<file path="src/rtl/adc_ddr_capture_if.sv">
// adc_ddr_capture_if: ADC-side bus and frame outputs of adc_ddr_capture.
// Handshake: valid has no ready. dao/dbo stream every cycle; valid marks the
// cycles belonging to the current frame and first/last qualify its ends. The
// consumer must take every valid sample on the cycle it is presented.
interface adc_ddr_capture_if #(
  parameter int DW = 12
);
  logic [DW-1:0] di;
  logic [DW-1:0] di_b;
  logic          of;
  logic          arm;
  logic          continuous;
  logic [DW-1:0] dao;
  logic [DW-1:0] dbo;
  logic          valid;
  logic          first;
  logic          last;
  logic          busy;
  logic          done;
  logic          ovr;

  // ADC pins and control side
  modport master (
    output di, di_b, of, arm, continuous,
    input  dao, dbo, valid, first, last, busy, done, ovr
  );

  // capture block side
  modport slave (
    input  di, di_b, of, arm, continuous,
    output dao, dbo, valid, first, last, busy, done, ovr
  );
endinterface

</file>
<file path="src/rtl/adc_ddr_capture.sv">
// adc_ddr_capture: dual-channel ADC capture (DDR or parallel bus), offset-binary
// to two's complement normalisation, and framing into FRAME_LEN-sample frames.
// Optional macro ADC_DDR_CAPTURE_TEST_PATTERN_EN replaces the ADC data with a
// free-running counter (A = count, B = ~count).
// Data pipeline: input register -> format register -> output register, so a
// sample taken at rising edge k is on dao/dbo after edge k+2.
module adc_ddr_capture #(
  parameter int DW         = 12,
  parameter int MUX        = 1,
  parameter int OFFSET_BIN = 0,
  parameter int HOLDOFF    = 4,
  parameter int FRAME_LEN  = 1024
) (
  input  logic               clk,
  input  logic               rst,
  adc_ddr_capture_if.slave   bus,
  output logic [1:0]         dbg_state
);

  typedef enum logic [1:0] {
    S_IDLE = 2'd0,
    S_HOLD = 2'd1,
    S_CAP  = 2'd2,
    S_DONE = 2'd3
  } state_t;

  localparam logic [DW-1:0] MSB_MASK  = (OFFSET_BIN != 0) ? {1'b1, {(DW-1){1'b0}}} : {DW{1'b0}};
  localparam logic [7:0]    HOLD_INIT = 8'(HOLDOFF - 1);
  localparam logic [15:0]   LAST_IDX  = 16'(FRAME_LEN - 1);

  logic [DW-1:0] a_src, b_src;
  logic [DW-1:0] a_fmt_d, b_fmt_d, a_fmt_q, b_fmt_q;
  logic [DW-1:0] dao_q, dbo_q;
  logic          of_q;

`ifdef ADC_DDR_CAPTURE_TEST_PATTERN_EN
  logic [DW-1:0] tp_cnt_d, tp_cnt_q;

  // Test pattern counter advances every cycle
  always_comb tp_cnt_d = tp_cnt_q + {{(DW-1){1'b0}}, 1'b1};

  // Test pattern counter register
  always_ff @(posedge clk) begin
    if (rst) tp_cnt_q <= '0;
    else     tp_cnt_q <= tp_cnt_d;
  end

  assign a_src = tp_cnt_q;
  assign b_src = ~tp_cnt_q;
`else
  logic [DW-1:0] abuf_q;
  logic [DW-1:0] a_raw_d, b_raw_d, a_raw_q, b_raw_q;

  // Channel A half of the DDR word is only present around the falling edge
  always_ff @(negedge clk) begin
    abuf_q <= bus.di;
  end

  // Select A/B sources for the rising-edge input register
  always_comb begin
    a_raw_d = bus.di;
    b_raw_d = bus.di_b;
    if (MUX != 0) begin
      a_raw_d = abuf_q;
      b_raw_d = bus.di;
    end
  end

  // Rising-edge input register aligns both channels
  always_ff @(posedge clk) begin
    if (rst) begin
      a_raw_q <= '0;
      b_raw_q <= '0;
    end else begin
      a_raw_q <= a_raw_d;
      b_raw_q <= b_raw_d;
    end
  end

  assign a_src = a_raw_q;
  assign b_src = b_raw_q;
`endif

  // Offset binary to two's complement is just an MSB flip
  always_comb begin
    a_fmt_d = a_src ^ MSB_MASK;
    b_fmt_d = b_src ^ MSB_MASK;
  end

  // Format register, output register and registered over-range pin
  always_ff @(posedge clk) begin
    if (rst) begin
      a_fmt_q <= '0;
      b_fmt_q <= '0;
      dao_q   <= '0;
      dbo_q   <= '0;
      of_q    <= 1'b0;
    end else begin
      a_fmt_q <= a_fmt_d;
      b_fmt_q <= b_fmt_d;
      dao_q   <= a_fmt_q;
      dbo_q   <= b_fmt_q;
      of_q    <= bus.of;
    end
  end

  state_t      state_d, state_q;
  logic [7:0]  hold_d, hold_q;
  logic [15:0] cnt_d, cnt_q;
  logic        valid_d, first_d, last_d, done_d, busy_d, ovr_d;
  logic        valid_q, first_q, last_q, done_q, busy_q, ovr_q;

  // Frame FSM next state; outputs are computed for the state being entered
  always_comb begin
    state_d = state_q;
    hold_d  = hold_q;
    cnt_d   = cnt_q;
    ovr_d   = ovr_q;
    valid_d = 1'b0;
    first_d = 1'b0;
    last_d  = 1'b0;
    done_d  = 1'b0;
    if (of_q && (state_q == S_HOLD || state_q == S_CAP)) ovr_d = 1'b1;
    case (state_q)
      S_IDLE: begin
        if (bus.arm) begin
          state_d = S_HOLD;
          hold_d  = HOLD_INIT;
          ovr_d   = 1'b0;
        end
      end
      S_HOLD: begin
        if (hold_q == 8'd0) begin
          state_d = S_CAP;
          cnt_d   = '0;
          valid_d = 1'b1;
          first_d = 1'b1;
          last_d  = (LAST_IDX == 16'd0);
        end else begin
          hold_d = hold_q - 8'd1;
        end
      end
      S_CAP: begin
        if (cnt_q == LAST_IDX) begin
          state_d = S_DONE;
          done_d  = 1'b1;
        end else begin
          cnt_d   = cnt_q + 16'd1;
          valid_d = 1'b1;
          last_d  = ((cnt_q + 16'd1) == LAST_IDX);
        end
      end
      S_DONE: begin
        if (bus.continuous || bus.arm) begin
          state_d = S_HOLD;
          hold_d  = HOLD_INIT;
          ovr_d   = 1'b0;
        end else begin
          state_d = S_IDLE;
        end
      end
      default: state_d = S_IDLE;
    endcase
    busy_d = (state_d != S_IDLE);
  end

  // Frame FSM state, counters and registered outputs
  always_ff @(posedge clk) begin
    if (rst) begin
      state_q <= S_IDLE;
      hold_q  <= '0;
      cnt_q   <= '0;
      valid_q <= 1'b0;
      first_q <= 1'b0;
      last_q  <= 1'b0;
      done_q  <= 1'b0;
      busy_q  <= 1'b0;
      ovr_q   <= 1'b0;
    end else begin
      state_q <= state_d;
      hold_q  <= hold_d;
      cnt_q   <= cnt_d;
      valid_q <= valid_d;
      first_q <= first_d;
      last_q  <= last_d;
      done_q  <= done_d;
      busy_q  <= busy_d;
      ovr_q   <= ovr_d;
    end
  end

  assign bus.dao   = dao_q;
  assign bus.dbo   = dbo_q;
  assign bus.valid = valid_q;
  assign bus.first = first_q;
  assign bus.last  = last_q;
  assign bus.done  = done_q;
  assign bus.busy  = busy_q;
  assign bus.ovr   = ovr_q;
  assign dbg_state = state_q;

endmodule
</file>
<file path="src/flat_wrapper.sv">
// flat-port wrapper written by rule: the top's interface ports become plain ports
module adc_ddr_capture_flat 
#(
  parameter int DW         = 12,
  parameter int MUX        = 1,
  parameter int OFFSET_BIN = 0,
  parameter int HOLDOFF    = 4,
  parameter int FRAME_LEN  = 1024
)
  (clk, rst, dbg_state, bus_di, bus_di_b, bus_of, bus_arm, bus_continuous, bus_dao, bus_dbo, bus_valid, bus_first, bus_last, bus_busy, bus_done, bus_ovr);
  adc_ddr_capture_if #(.DW(DW)) bus_i ();
  input  logic clk;
  input  logic rst;
  output logic [1:0] dbg_state;
  input wire logic [$bits(bus_i.di)-1:0] bus_di;
  input wire logic [$bits(bus_i.di_b)-1:0] bus_di_b;
  input wire logic [$bits(bus_i.of)-1:0] bus_of;
  input wire logic [$bits(bus_i.arm)-1:0] bus_arm;
  input wire logic [$bits(bus_i.continuous)-1:0] bus_continuous;
  output wire logic [$bits(bus_i.dao)-1:0] bus_dao;
  output wire logic [$bits(bus_i.dbo)-1:0] bus_dbo;
  output wire logic [$bits(bus_i.valid)-1:0] bus_valid;
  output wire logic [$bits(bus_i.first)-1:0] bus_first;
  output wire logic [$bits(bus_i.last)-1:0] bus_last;
  output wire logic [$bits(bus_i.busy)-1:0] bus_busy;
  output wire logic [$bits(bus_i.done)-1:0] bus_done;
  output wire logic [$bits(bus_i.ovr)-1:0] bus_ovr;
  assign bus_i.di = bus_di;
  assign bus_i.di_b = bus_di_b;
  assign bus_i.of = bus_of;
  assign bus_i.arm = bus_arm;
  assign bus_i.continuous = bus_continuous;
  assign bus_dao = bus_i.dao;
  assign bus_dbo = bus_i.dbo;
  assign bus_valid = bus_i.valid;
  assign bus_first = bus_i.first;
  assign bus_last = bus_i.last;
  assign bus_busy = bus_i.busy;
  assign bus_done = bus_i.done;
  assign bus_ovr = bus_i.ovr;
  adc_ddr_capture #(.DW(DW), .MUX(MUX), .OFFSET_BIN(OFFSET_BIN), .HOLDOFF(HOLDOFF), .FRAME_LEN(FRAME_LEN)) u_core (.clk(clk), .rst(rst), .bus(bus_i), .dbg_state(dbg_state));
endmodule
</file>
<file path="config.mk">
export PLATFORM = sky130hd
export DESIGN_NAME = adc_ddr_capture_flat
export DESIGN_NICKNAME = d
export VERILOG_FILES = /design/src/rtl/adc_ddr_capture_if.sv /design/src/rtl/adc_ddr_capture.sv /design/src/flat_wrapper.sv
export SDC_FILE = /design/constraint.sdc
export NUM_CORES = 1
export LEC_CHECK = 0
export ABC_AREA = 1
export CAP_MARGIN = 25
export CORE_ASPECT_RATIO = 0.7
export CORE_MARGIN = 2
export CORE_UTILIZATION = 40
export DETAILED_ROUTE_END_ITERATION = 10
export GPL_TIMING_DRIVEN = 0
export PLACE_DENSITY_LB_ADDON = 0.05
export SYNTH_ARGS = -nofsm -noshare
export SYNTH_HDL_FRONTEND = slang
export SYNTH_SLANG_ARGS = --single-unit
</file>
<file path="constraint.sdc">
create_clock -name clk -period 3.35 [get_ports clk]
set_input_delay 0.335 -clock clk [delete_from_list [all_inputs] [get_ports clk]]
set_output_delay 0.335 -clock clk [all_outputs]
set_load 0.005 [all_outputs]
</file>
==> results of run 1 <==
==> critical path, stage by stage (launching register included) <==
cell and delay [ns]:
dfxtp_1 0.29, inv_1 0.03, nor2_1 0.12
==> cell families (layout without fill, tap and decap cells) <==
logic type | count (synthesis) | count (layout) | synth area share
AOI/OAI and AO/OA | 35 | 35 | 0.0415
buffers and inverters | 129 | 220 | 0.117
and+or+nand+nor | 282 | 282 | 0.272
adders and majority gates | 8 | 8 | 0.0232
DFF | 117 | 117 | 0.543
xor gates and xnor gates | 2 | 2 | 0.00406
==> cell type report <==
cell class | instances | share of cell area
flip-flops and latches | 117 | 0.421
multi-input cells | 327 | 0.264
clock buffers | 21 | 0.0887
repair buffers | 48 | 0.0864
inverters | 115 | 0.0776
well taps | 132 | 0.0297
clock inverters | 23 | 0.0203
plain buffers | 13 | 0.0122
==> routing by layer <==
metal / global-route usage / wire (um) / vias up
met1: 0.249 / 4920 / 1519
met3: 0.0462 / 416 / 10
met5: 0 / 0 / -
met2: 0.233 / 3620 / 61
li1: - / - / 1847
met4: 0.0989 / 127 / 0
==> how the worst max path moves through the flow <==
| stage | start | slack [ns] | endpoint |
|---|---|---|---|
| detailed placement | bus_di[1] | 0.74 | u_core.a_raw_d[1] |
| CTS | u_core.a_raw_d[9] | 1.13 | u_core.a_fmt_d[9] |
| finish | u_core.a_raw_d[9] | 1.13 | u_core.a_fmt_d[9] |
| global route | u_core.a_raw_d[4] | 1.09 | u_core.a_fmt_d[4] |
| global placement | bus_di[10] | 0.74 | u_core.a_raw_d[10] |
| floorplan | u_core.a_raw_d[0] | 1.21 | u_core.a_fmt_d[0] |
==> flip-flops by register name, summed over array words and instances (netlist names) <==
signal,flops
u_core.dbg_state,2
u_core.b_fmt_d,12
u_core.bus.done,1
u_core.of_q,1
u_core.hold_q,8
u_core.bus.dbo,12
u_core.bus.last,1
u_core.bus.valid,1
u_core.a_raw_d,12
u_core.b_fmt_q,12
u_core.bus.first,1
u_core.bus.busy,1
u_core.bus.ovr,1
u_core.bus.dao,12
u_core.a_fmt_d,12
u_core.a_fmt_q,12
u_core.cnt_q,16
==> cells in the mapped netlist, drive strengths merged <==
master / count / share of area
a21oi: 19 / 0.022
buf: 2 / 0.0061
clkbuf: 11 / 0.0096
dfxtp: 117 / 0.54
ha: 8 / 0.023
inv: 116 / 0.10
nand2: 114 / 0.11
nand3: 17 / 0.023
nand3b: 3 / 0.0052
nand4: 7 / 0.010
nor2: 138 / 0.12
nor3: 2 / 0.0023
o21ai: 15 / 0.017
o221ai: 1 / 0.0020
or2: 1 / 0.0015
xor2: 2 / 0.0041
==> report_power, final <==
group          switching [mW]  internal, mW  total [mW]  leakage (nW)
registers              0.0473          1.47        1.52         0.962
logic                   0.225         0.145       0.370          1.23
clock network           0.674          1.07        1.74         0.343
total                   0.946          2.69        3.63          2.53
==> results.toml, run 1 <==
[global_routing]
antenna_found_initial = 0
grt_pass1_vias = 3197
grt_pass1_wl_mm = 15.5
grt_max_degree = 17
grtUsageTotal = 0.174
grt_overflow_total = 0

[finish]
multi_input_area_sq_um = 1470
final_layout_size_suffix_gt1_frac = 0.0723
stdcell_count = 796
layout_common_cells = "134 x nor2_1, 123 x inv_1, 117 x dfxtp_1, 108 x nand2_1, 48 x clkdlybuf4s50_1"
n_fill_cell = 1020
fin_util = 0.533
num-nets-final = 688
diodes = 0
register_area_sq_um = 2340
final_common_cell = "nor2_1"
area_growth_pct = 28.9
final_area_sq_um = 5560

[synth]
synth_area_sq_um = 4310
yosys_warnings = 0
ys_seq_area_frac = 0.543
synth_cell_types = 23
syn_area_per_cell_sq_um = 7.53
ys_ff_latch = 117
synth_nets = 610
synth_cells = 573

[routing]
routed_via_density = 4.32
vias = 3437
wl_per_cell_um = 11.4
drc = 0
firstDrtPassIters = 4
drt_iter0_markers = 249
final_antenna_net_count = 0
wirelength_mm = 9.08

[timing]
fin_hold_ws_ns = 0.392
fin_ws_ns = 1.13
final-hold-violation-count = 0
fin_skew_ns = 0.0311
worst_pin_slew_ns = 0.635
rsz0062_at_grt = "no"
setup_viol = 0
max_slew_margin = 0.575
finalMaxSlewViolations = 0
setup_tns_ns = 0

[worst_setup_path]
required_ns = 3.68
r2r_cells = 2
cp-end-kind = "flop"
path_max_fanout = 1
reg2reg_to = "u_core.a_fmt_d[9]"
rrSetupSlack_ns = 1.13
r2r_start = "u_core.a_raw_d[9]"
critical_path_class = "flop to flop"
cp-start-kind = "flop"
crit_arrival_ns = 2.55

[floorplanning]
die_x_um = 128
coreArea_sq_um = 10400
initial_utilization = 0.413
die_y_um = 90.9
ios = 61
num_rows = 31
die-area_sq_um = 11600

[pwr]
power.leakage_nw = 2.53
ir_drop_mv = 0.345
power_mw = 3.63
p_per_area_nw_per_um2 = 653

[clock_network]
cts_tree = "yes"
post_cts_buffers = 0
clockBufferDepth = 2
htree_levels = 4
clock-sinks = 117
numCtsBuffers = 17
hold_buffers = 0
path_clk_slew_ns = 0.06
postCtsResizedCells = 0
insertion_delay_ns = 0.43
cts.root.buffer_cell = "clkbuf_16"

[hold_path]
hold_depth = 2
hold_class = "flop to flop"
hold_path_end = "u_core.bus.dbo[8]"
min-delay-start = "u_core.b_fmt_q[8]"

[place]
pre_cts_slack_ns = 0.738
hpwlAfterDp_mm = 6.39
dp_cells = 753
gp_congestion = 0.829
dpl-instance-area_sq_um = 4960
port_buffers = 48

[run_status]
status = "completed"

[job]
cap_violations = 0
No activity file was read; power rests on OpenSTA's default activity.
==> run 2, diff against run 1 <==
==> constraint.sdc (replaced) <==
create_clock -name clk -period 2.3 [get_ports clk]
set_input_delay 0.23 -clock clk [delete_from_list [all_inputs] [get_ports clk]]
set_output_delay 0.23 -clock clk [all_outputs]
set_load 0.005 [all_outputs]
==> results of run 2 <==
Same layout as run 1 (identical final DEF). Status: completed.
Main changes from that run: setup slack after placement 0.738 ns -> 0.236 ns; clock-pin slew on the worst setup and hold paths 0.06 ns -> 0.05 ns; setup slack after layout 1.13 ns -> 0.236 ns; hold slack 0.392 ns -> 0.339 ns; start point of the critical path u_core.a_raw_d[9] -> u_core.dbg_state[0]; end point of the critical path u_core.a_fmt_d[9] -> u_core.hold_q[7]; register-to-register setup slack 1.13 ns -> 0.24 ns; end point of the worst hold path u_core.bus.dbo[8] -> u_core.of_q; total power 3.63 mW -> 5.29 mW; worst IR drop on VDD 0.345 mV -> 0.502 mV
